==> src/rtl/led_matrix_scan.sv <==
// -----------------------------------------------------------------------------
// led_matrix_scan
//
// Purpose:
//    Scan engine for a ROWS x COLS LED matrix driven through external column and
//    row shift registers. A row-addressed framebuffer is written through a simple
//    row-write port and continuously multiplexed onto the matrix, one row per
//    visit of BLANK -> SHIFT_COL -> SHIFT_ROW -> LATCH -> DISPLAY.
//
// Configuration macro:
//    DOUBLE_BUFFER_EN - when defined, two framebuffers are kept: the scan reads
//                       the front buffer, the write port fills the back buffer,
//                       and a requested swap takes effect at the end of a frame.
//                       When undefined, a single buffer is both written and
//                       scanned, swap is ignored and swap_done is tied low.
//
// Parameters:
//    COLS     columns per row, also the column shift-register length (>=2)
//    ROWS     rows scanned per frame (>=2)
//    CLK_DIV  clk cycles per half shift-clock period (>=1)
//    DWELL    clk cycles each row is lit (>=1)
//
// Ports:
//    clk          system clock
//    reset        synchronous, active-high reset
//    wr_en        write wr_data into row wr_row this cycle
//    wr_row       target row; values >= ROWS are ignored
//    wr_data      row pixels, bit c = column c, 1 = lit
//    swap         buffer swap request (double-buffer build only)
//    swap_done    one-cycle pulse when a swap takes effect
//    frame_start  one-cycle pulse while row 0 is in BLANK
//    CCLK, CSDI   column shift clock / serial data
//    RCLK, RSDI   row shift clock / serial data
//    LE           latch enable for column and row registers
//    OEB          output enable, active low
//
// All pin outputs are registered decodes of the FSM state, so they appear one
// cycle after the internal state that produces them and are glitch-free.
// -----------------------------------------------------------------------------
module led_matrix_scan #(
   parameter  int COLS    = 16,
   parameter  int ROWS    = 16,
   parameter  int CLK_DIV = 1,
   parameter  int DWELL   = 256,
   localparam int RW      = (ROWS > 1) ? $clog2(ROWS) : 1
) (
   input  logic            clk,
   input  logic            reset,
   input  logic            wr_en,
   input  logic [RW-1:0]   wr_row,
   input  logic [COLS-1:0] wr_data,
   input  logic            swap,
   output logic            swap_done,
   output logic            frame_start,
   output logic            CCLK,
   output logic            CSDI,
   output logic            RCLK,
   output logic            RSDI,
   output logic            LE,
   output logic            OEB
);

   localparam int DIVW = (CLK_DIV > 1) ? $clog2(CLK_DIV) : 1;
   localparam int BITW = $clog2(COLS);
   localparam int DWW  = (DWELL > 1) ? $clog2(DWELL) : 1;

   localparam logic [DIVW-1:0] DIV_LAST   = DIVW'(CLK_DIV - 1);
   localparam logic [BITW-1:0] BIT_LAST   = BITW'(COLS - 1);
   localparam logic [DWW-1:0]  DWELL_LAST = DWW'(DWELL - 1);
   localparam logic [RW-1:0]   ROW_LAST   = RW'(ROWS - 1);

   typedef enum logic [2:0] {
      ST_BLANK,
      ST_SHIFT_COL,
      ST_SHIFT_ROW,
      ST_LATCH,
      ST_DISPLAY
   } state_t;

   // ------------------------------------------------------------------
   // Scan state
   // ------------------------------------------------------------------
   state_t          state_reg,     state_next;
   logic [RW-1:0]   row_reg,       row_next;
   logic [COLS-1:0] col_shift_reg, col_shift_next;
   logic [BITW-1:0] bit_cnt_reg,   bit_cnt_next;
   logic [DIVW-1:0] div_cnt_reg,   div_cnt_next;
   logic            half_reg,      half_next;     // 0 = shift clock low phase
   logic [DWW-1:0]  dwell_cnt_reg, dwell_cnt_next;

   logic            oeb_reg,  oeb_next;
   logic            cclk_reg, cclk_next;
   logic            csdi_reg, csdi_next;
   logic            rclk_reg, rclk_next;
   logic            rsdi_reg, rsdi_next;
   logic            le_reg,   le_next;
   logic            frame_start_reg, frame_start_next;

   logic            div_last;
   logic            dwell_last;

   // Row data as seen by the scan (front buffer in the double-buffer build).
   logic [COLS-1:0] front_rows [ROWS];

`ifdef DOUBLE_BUFFER_EN
   logic front_sel_reg,    front_sel_next;
   logic swap_pending_reg, swap_pending_next;
   logic swap_done_reg;
   logic frame_end;
   logic exchange;
`endif

   assign div_last   = (div_cnt_reg == DIV_LAST);
   assign dwell_last = (dwell_cnt_reg == DWELL_LAST);

   // ------------------------------------------------------------------
   // Framebuffer storage, one register set per row. Rows are cleared by
   // reset, so this is a register file rather than a block RAM. A wr_row
   // value of ROWS or above matches no row and is dropped naturally.
   // ------------------------------------------------------------------
   generate
      for (genvar gi = 0; gi < ROWS; gi++) begin : g_row
         logic row_hit;
         assign row_hit = wr_en && (wr_row == RW'(gi));
`ifdef DOUBLE_BUFFER_EN
         logic [COLS-1:0] buf0_reg;
         logic [COLS-1:0] buf1_reg;
         // front_sel_reg = 0: buf0 is scanned, buf1 takes writes.
         always_ff @(posedge clk) begin
            if (reset) begin
               buf0_reg <= '0;
               buf1_reg <= '0;
            end else if (row_hit) begin
               if (front_sel_reg) begin
                  buf0_reg <= wr_data;
               end else begin
                  buf1_reg <= wr_data;
               end
            end
         end
         assign front_rows[gi] = front_sel_reg ? buf1_reg : buf0_reg;
`else
         logic [COLS-1:0] buf_reg;
         always_ff @(posedge clk) begin
            if (reset) begin
               buf_reg <= '0;
            end else if (row_hit) begin
               buf_reg <= wr_data;
            end
         end
         assign front_rows[gi] = buf_reg;
`endif
      end
   endgenerate

   // ------------------------------------------------------------------
   // State register
   // ------------------------------------------------------------------
   always_ff @(posedge clk) begin
      if (reset) begin
         state_reg       <= ST_BLANK;
         row_reg         <= '0;
         col_shift_reg   <= '0;
         bit_cnt_reg     <= '0;
         div_cnt_reg     <= '0;
         half_reg        <= 1'b0;
         dwell_cnt_reg   <= '0;
         oeb_reg         <= 1'b1;
         cclk_reg        <= 1'b0;
         csdi_reg        <= 1'b0;
         rclk_reg        <= 1'b0;
         rsdi_reg        <= 1'b0;
         le_reg          <= 1'b0;
         frame_start_reg <= 1'b0;
      end else begin
         state_reg       <= state_next;
         row_reg         <= row_next;
         col_shift_reg   <= col_shift_next;
         bit_cnt_reg     <= bit_cnt_next;
         div_cnt_reg     <= div_cnt_next;
         half_reg        <= half_next;
         dwell_cnt_reg   <= dwell_cnt_next;
         oeb_reg         <= oeb_next;
         cclk_reg        <= cclk_next;
         csdi_reg        <= csdi_next;
         rclk_reg        <= rclk_next;
         rsdi_reg        <= rsdi_next;
         le_reg          <= le_next;
         frame_start_reg <= frame_start_next;
      end
   end

   // ------------------------------------------------------------------
   // Next-state logic and output decode
   // ------------------------------------------------------------------
   always_comb begin
      state_next     = state_reg;
      row_next       = row_reg;
      col_shift_next = col_shift_reg;
      bit_cnt_next   = bit_cnt_reg;
      div_cnt_next   = div_cnt_reg;
      half_next      = half_reg;
      dwell_cnt_next = dwell_cnt_reg;

      case (state_reg)
         ST_BLANK: begin
            // Snapshot of the row; a write landing on this same edge is
            // not captured (the read sees the pre-write contents).
            col_shift_next = front_rows[row_reg];
            bit_cnt_next   = BIT_LAST;
            div_cnt_next   = '0;
            half_next      = 1'b0;
            dwell_cnt_next = '0;
            state_next     = ST_SHIFT_COL;
         end

         ST_SHIFT_COL: begin
            if (div_last) begin
               div_cnt_next = '0;
               half_next    = ~half_reg;
               // Data advances on the high->low transition, so CSDI only
               // moves while CCLK is low.
               if (half_reg) begin
                  if (bit_cnt_reg == '0) begin
                     state_next = ST_SHIFT_ROW;
                  end else begin
                     bit_cnt_next   = bit_cnt_reg - BITW'(1);
                     col_shift_next = {col_shift_reg[COLS-2:0], 1'b0};
                  end
               end
            end else begin
               div_cnt_next = div_cnt_reg + DIVW'(1);
            end
         end

         ST_SHIFT_ROW: begin
            if (div_last) begin
               div_cnt_next = '0;
               half_next    = ~half_reg;
               if (half_reg) begin
                  state_next = ST_LATCH;
               end
            end else begin
               div_cnt_next = div_cnt_reg + DIVW'(1);
            end
         end

         ST_LATCH: begin
            if (div_last) begin
               div_cnt_next = '0;
               state_next   = ST_DISPLAY;
            end else begin
               div_cnt_next = div_cnt_reg + DIVW'(1);
            end
         end

         ST_DISPLAY: begin
            if (dwell_last) begin
               dwell_cnt_next = '0;
               // Explicit wrap so non-power-of-2 ROWS never reaches ROWS.
               row_next       = (row_reg == ROW_LAST) ? '0 : row_reg + RW'(1);
               state_next     = ST_BLANK;
            end else begin
               dwell_cnt_next = dwell_cnt_reg + DWW'(1);
            end
         end

         default: begin
            state_next = ST_BLANK;
         end
      endcase

      // Pin decode of the current state, registered on the next edge.
      oeb_next         = (state_reg != ST_DISPLAY);
      cclk_next        = (state_reg == ST_SHIFT_COL) && half_reg;
      csdi_next        = (state_reg == ST_SHIFT_COL) && col_shift_reg[COLS-1];
      rclk_next        = (state_reg == ST_SHIFT_ROW) && half_reg;
      rsdi_next        = (state_reg == ST_SHIFT_ROW) && (row_reg == '0);
      le_next          = (state_reg == ST_LATCH);
      frame_start_next = (state_reg == ST_BLANK) && (row_reg == '0);
   end

   // ------------------------------------------------------------------
   // Buffer swap control
   // ------------------------------------------------------------------
`ifdef DOUBLE_BUFFER_EN
   // Last DISPLAY cycle of the last row: the next BLANK reads row 0 of the
   // new front buffer.
   assign frame_end = (state_reg == ST_DISPLAY) && dwell_last && (row_reg == ROW_LAST);
   assign exchange  = frame_end && swap_pending_reg;

   always_comb begin
      front_sel_next    = front_sel_reg ^ exchange;
      // A request arriving in the exchange cycle becomes the next pending one.
      swap_pending_next = exchange ? swap : (swap_pending_reg | swap);
   end

   always_ff @(posedge clk) begin
      if (reset) begin
         front_sel_reg    <= 1'b0;
         swap_pending_reg <= 1'b0;
         swap_done_reg    <= 1'b0;
      end else begin
         front_sel_reg    <= front_sel_next;
         swap_pending_reg <= swap_pending_next;
         swap_done_reg    <= exchange;
      end
   end

   assign swap_done = swap_done_reg;
`else
   logic unused_swap;
   assign unused_swap = swap;
   assign swap_done   = 1'b0;
`endif

   assign OEB         = oeb_reg;
   assign CCLK        = cclk_reg;
   assign CSDI        = csdi_reg;
   assign RCLK        = rclk_reg;
   assign RSDI        = rsdi_reg;
   assign LE          = le_reg;
   assign frame_start = frame_start_reg;

endmodule
==> config.mk <==
export PLATFORM = sky130hd
export DESIGN_NAME = led_matrix_scan
export DESIGN_NICKNAME = d
export VERILOG_FILES = /design/src/rtl/led_matrix_scan.sv
export SDC_FILE = /design/constraint.sdc
export NUM_CORES = 1
export LEC_CHECK = 0
export ABC_AREA = 1
export ABC_CLOCK_PERIOD_IN_PS = 3100
export BUFFER_PORTS_ARGS = -buffer_cell sky130_fd_sc_hd__buf_2
export CAP_MARGIN = 20
export CELL_PAD_IN_SITES_DETAIL_PLACEMENT = 0
export CELL_PAD_IN_SITES_GLOBAL_PLACEMENT = 1
export CORE_MARGIN = 3
export CORE_UTILIZATION = 49
export DETAILED_ROUTE_END_ITERATION = 6
export PLACE_DENSITY = 0.83
export SKIP_CTS_REPAIR_TIMING = 1
export SYNTH_ARGS = -nofsm -noshare
export SYNTH_HDL_FRONTEND = slang
export SYNTH_SLANG_ARGS = --single-unit
export TNS_END_PERCENT = 5
==> constraint.sdc <==
create_clock -name clk -period 3.1 [get_ports clk]
set_input_delay 0.31 -clock clk [delete_from_list [all_inputs] [get_ports clk]]
set_output_delay 0.31 -clock clk [all_outputs]
set_load 0.01 [all_outputs]
# After elaboration in Yosys (flattened, before gate mapping)
# Cells that the tools add are included.
word_totals:
  ff_bits: 300
  word_cells: 129
  inputBits: 24
  output_inout_bits: 8
classes:
  eq_ne: 31
  addsub: 4
  order_cmp: 1
  bitwise_logic: 2
  n_reduce_logical: 35
  mux: 26
op_table:
  columns: ["operator", "count"]
  rows:
  - ["16-bit two-way mux", 5]
  - ["16-bit binary-select mux with 4-bit select", 1]
  - ["4-bit equality test (second input constant)", 9]
  - ["16-bit case mux with 2 select lines", 1]
  - ["1-bit logical AND", 21]
  - ["3-bit two-way mux", 7]
  - ["2-bit inequality test (second input constant)", 9]
  - ["4-bit by 3-bit equality test with 1-bit output (second input constant)", 4]
  - ["4-bit two-way mux", 4]
  - ["8-bit case mux with 2 select lines", 1]
  - ["3-bit case mux with 5 select lines", 1]
  - ["4-bit zero test", 3]
  - ["8-bit by 1-bit adder with 8-bit output (second input constant)", 1]
  - ["4-bit by 2-bit equality test with 1-bit output (second input constant)", 2]
  - ["8-bit equality test (second input constant)", 1]
  - ["8-bit two-way mux", 1]
  - ["4-bit case mux with 2 select lines", 1]
  - ["2-bit nonzero test", 4]
  - ["7-bit AND reduction", 1]
  - ["3-bit by 2-bit equality test with 1-bit output (second input constant)", 2]
  - ["5-bit >= comparator (second input constant)", 1]
  - ["4-bit inverter with 5-bit output", 1]
  - ["4-bit by 1-bit adder with 4-bit output (second input constant)", 1]
  - ["4-bit by 1-bit equality test with 1-bit output (second input constant)", 1]
  - ["other kinds (13)", 16]

# Longest topological paths before layout
depth:
  ltp_word: 5
  mapped_depth: 11
  mapped_depth_nobuf: 10

# Least setup slack after synthesis
# No wires, ideal clock.
synth_timing:
  path_kind: "reg-to-reg"
  startpoint: "register bit_cnt_reg[0]"
  endpoint: "register col_shift_reg[10]"
  n_path_buf: 1
  arrival_ns: 1.327
  slack_ns: 1.641
  required_ns: 2.968
  synth_period_minus_slack_ns: 1.459
  path_stages_with_launch: 11
  setup_time_ns: 0.132
  path_cell_list: "dfxtp_1 > inv_1 > ha_1 > nand2_1 > nor2_1 > nor2_4 > o22ai_4 > buf_6 > nor2_1 > nand2_1 > a21oi_2"
synth_between:
  elab_chain_cells: 3
synth_lines:
  columns: ["element", "line_no", "text"]
  rows:
  - ["start, declared", "86", "logic [BITW-1:0] bit_cnt_reg, bit_cnt_next;"]
  - ["start signal, assigned", "179", "bit_cnt_reg <= bit_cnt_next;"]
  - ["4-bit zero test", "224", "if (bit_cnt_reg == '0) begin"]
  - ["2-bit inequality test (no source line)", null, null]
  - ["4-bit AND reduction (no source line)", null, null]
  - ["end signal, assigned", "178", "col_shift_reg <= col_shift_next;"]
  - ["end, declared", "85", "logic [COLS-1:0] col_shift_reg, col_shift_next;"]
# No other way between the ends.
# A chain may end at the register's enable or synchronous reset.

# Final worst setup path
layout_timing:
  startpoint: "register row_reg[1]"
  endpoint: "register col_shift_reg[7]"
layout_between:
  elab_chain_cells: 5
layout_lines:
  columns: ["element", "line_no", "text"]
  rows:
  - ["start, declared", "84", "logic [RW-1:0] row_reg, row_next;"]
  - ["start signal, assigned", "177", "row_reg <= row_next;"]
  - ["4-bit inverter with 5-bit output (not written as such)", "209", "col_shift_next = front_rows[row_reg];"]
  - ["16-bit binary-select mux with 4-bit select", "209", null]
  - ["16-bit two-way mux (not written as such) (2 in series)", "209", null]
  - ["16-bit case mux with 2 select lines", "205", "case (state_reg)"]
# No other way between the ends. The select of a mux whose other input is x is not followed.

==> results.tsv <==
stage	metric	value	unit
floorplanning	die_height	172	µm
placement	portBuffers	29	
floorplanning	rows	60	
logic_synthesis	yosysWarnings	0	
layout	num-fill-cells	2694	
logic_synthesis	synth_xor_area_frac	0.00130	
routing	routed-via-count	12300	
logic_synthesis	yosysUniqueCellTypes	34	
timing	final_max_slew_viol_count	0	
worst_setup_path	cp_max_fo	60	
floorplanning	start_util	0.500	
placement	routabilityCongestion	0.779	
pwr	power_density	639	mW/mm²
routing	drt_wl_total	37800	µm
logic_synthesis	synth_fa_ha_area_frac	0.00371	
run	max_cap_viol_count	0	
timing	finalCritPeriodShare	0.700	
layout	final_nets	1969	
logic_synthesis	syn_nets	2022	
floorplanning	coreArea	0.0270	mm²
clock_tree	root_buffer	clkbuf_16	
routing	initialDrtViolationCount	940	
floorplanning	ios	32	
layout	area_growth	9.44	%
logic_synthesis	synth-edff-count	0	
logic_synthesis	netlist_instances	1994	
floorplanning	dieArea	0.0296	mm²
placement	hpwlAfterDp	21800	µm
routing	drc	0	
layout	largest_reg_flops	256	
logic_synthesis	yosysTopAreaCellShare	0.443	
worst_setup_path	cp.arrival	2.60	ns
clock_tree	htreeDepth	2	
pwr	ir_worst_vdd	408	µV
logic_synthesis	synth-seq-cells	299	
timing	slew_headroom	0.277	
layout	final_util	0.547	
timing	setup_viol	0	
layout	num_antenna_cells	0	
logic_synthesis	netlist_top_cells_count	nand2_1 (338), dfxtp_1 (299), nor2_1 (276), o21ai_0 (268), a21oi_1 (217)	
logic_synthesis	syn-cell-area	0.0135	mm²
pwr	p_total	9.45	mW
timing	hold_viol_final	0	
layout	drive_above_1_share	0.0672	
worst_setup_path	crit_type	reg -> reg	
logic_synthesis	synth_area_leaders	dfxtp_1 (44%), o21ai_0 (9.9%), nand2_1 (9.4%)	
logic_synthesis	synth_top_family_by_area	simple AND/OR/NAND/NOR gates	
routing	avgViaCountPerCell	5.33	
clock_tree	clock-sinks	299	
pwr	leakage	5.89	nW
logic_synthesis	synthMuxAreaShare	0	
placement	dp_cells	2245	
grt	grt_usage	0.257	
floorplanning	die_w	172	µm
grt	grt_pass1_vias	11200	
clock_tree	cts_tree	built	
routing	firstDrtPassIters	5	
grt	grt_max_degree	121	
timing	worst_pin_slew	1.08	ns
logic_synthesis	yosys.area_share.simple	0.254	
worst_setup_path	required	3.53	ns
logic_synthesis	ys_seq_area_frac	0.443	
clock_tree	clk_pin_slew	0.06	ns
worst_setup_path	cp-start-kind	register	
timing	rsz0062_at_grt	false	
logic_synthesis	synth.most_common_cell	nand2_1	
timing	clock_skew	0.0112	ns
logic_synthesis	synth-compound-area-share	0.189	
grt	grt_pass1_wl	60700	µm
worst_setup_path	crit_path_end_kind	register	
grt	grt-ovfl-total	0	
logic_synthesis	synth_area_leader_cell	dfxtp_1	
layout	fin_cells	2306	
hold_path	min_path_type	in -> reg	
logic_synthesis	synthFlopType	dfxtp_1	
timing	min_period	2.17	ns
logic_synthesis	ys_async_sr_fraction	0	
routing	drtAntennaViolNets	0	
grt	antenna_found_initial	0	
clock_tree	clockBufferDepth	3	
routing	wl_per_cell	16.4	µm
clock_tree	clk_latency	0.50	ns
status	run_status	complete, no violations	
logic_synthesis	synth_area_per_cell	6.77	µm²
clock_tree	cts_inserted_buffers	35	
timing	tns	0	ns
timing	fmax	0.461	GHz
-- cells by family after synthesis --
kind of cell | count (synthesis)
compound gates | 500
xor+xnor | 2
fa+ha+maj | 4
buf+inv | 365
flops | 299
other cells | 1
simple gates | 823
-- through the flow --
step,worst slack (ns),hold slack [ns],instance area [µm²]
after floorplan,1.64,0.420,13500
after global placement,0.961,0.430,13700
after detailed placement,0.936,0.434,13700
after CTS,0.947,0.202,14800
after global routing,0.770,0.235,14800
final,0.930,0.225,14800
-- metal layers --
metal / vias up / GRT usage / part of all wire
met5: - / 0 / 0
met1: 5651 / 0.357 / 0.48
met2: 304 / 0.426 / 0.45
met3: 47 / 0.0293 / 0.049
met4: 0 / 0.0687 / 0.021
li1: 6280 / - / -
-- worst max-delay path, cell delays in order, from the launching register on --
cell	delay [ns]
dfxtp_4	0.57
buf_4	0.68
nand3_1	0.15
nand3_1	0.13
nand3_1	0.14
nand2_1	0.18
nand2_1	0.09
a21oi_2	0.12
-- final timing paths --
path                            cells past startpoint                 start  slack (ns)              endpoint
worst min-delay path                                3            wr_data[5]        0.23   g_row[4].buf_reg[5]
worst max-delay path                                7            row_reg[1]        0.93      col_shift_reg[7]
worst max register to register                      7            row_reg[1]        0.93      col_shift_reg[7]
worst min register to register                      2  g_row[4].buf_reg[15]        0.44  g_row[4].buf_reg[15]
-- cells in the final DEF (no fill, tap or decap), drive strengths merged --
cell,instances
a211oi,1
a21oi,221
a31oi,1
buf,59
clkbuf,59
clkinv,3
conb,1
dfxtp,299
ha,4
inv,215
nand2,338
nand3,190
nand4,4
nor2,282
nor3,8
nor3b,1
o211ai,5
o21ai,270
o22ai,1
o31ai,1
xnor2,2
-- cell type report --
class | instances | area (µm²) | share of cell area
Inverter | 216 | 823 | 0.0557
Multi-Input combinational cell | 1330 | 6050 | 0.409
Clock inverter | 2 | 10.0 | 0.000677
Tap cell | 341 | 427 | 0.0289
Timing Repair Buffer | 59 | 420 | 0.0284
Clock buffer | 59 | 1060 | 0.0716
Sequential cell | 299 | 5990 | 0.405
-- report_power, final --
group	internal [mW]	total (mW)	leakage (nW)	switching, mW
Clock	2.31	3.85	0.520	1.54
Sequential	4.04	4.15	2.42	0.106
Combinational	0.452	1.45	2.95	0.998
Power figures use the tool's default switching activity.
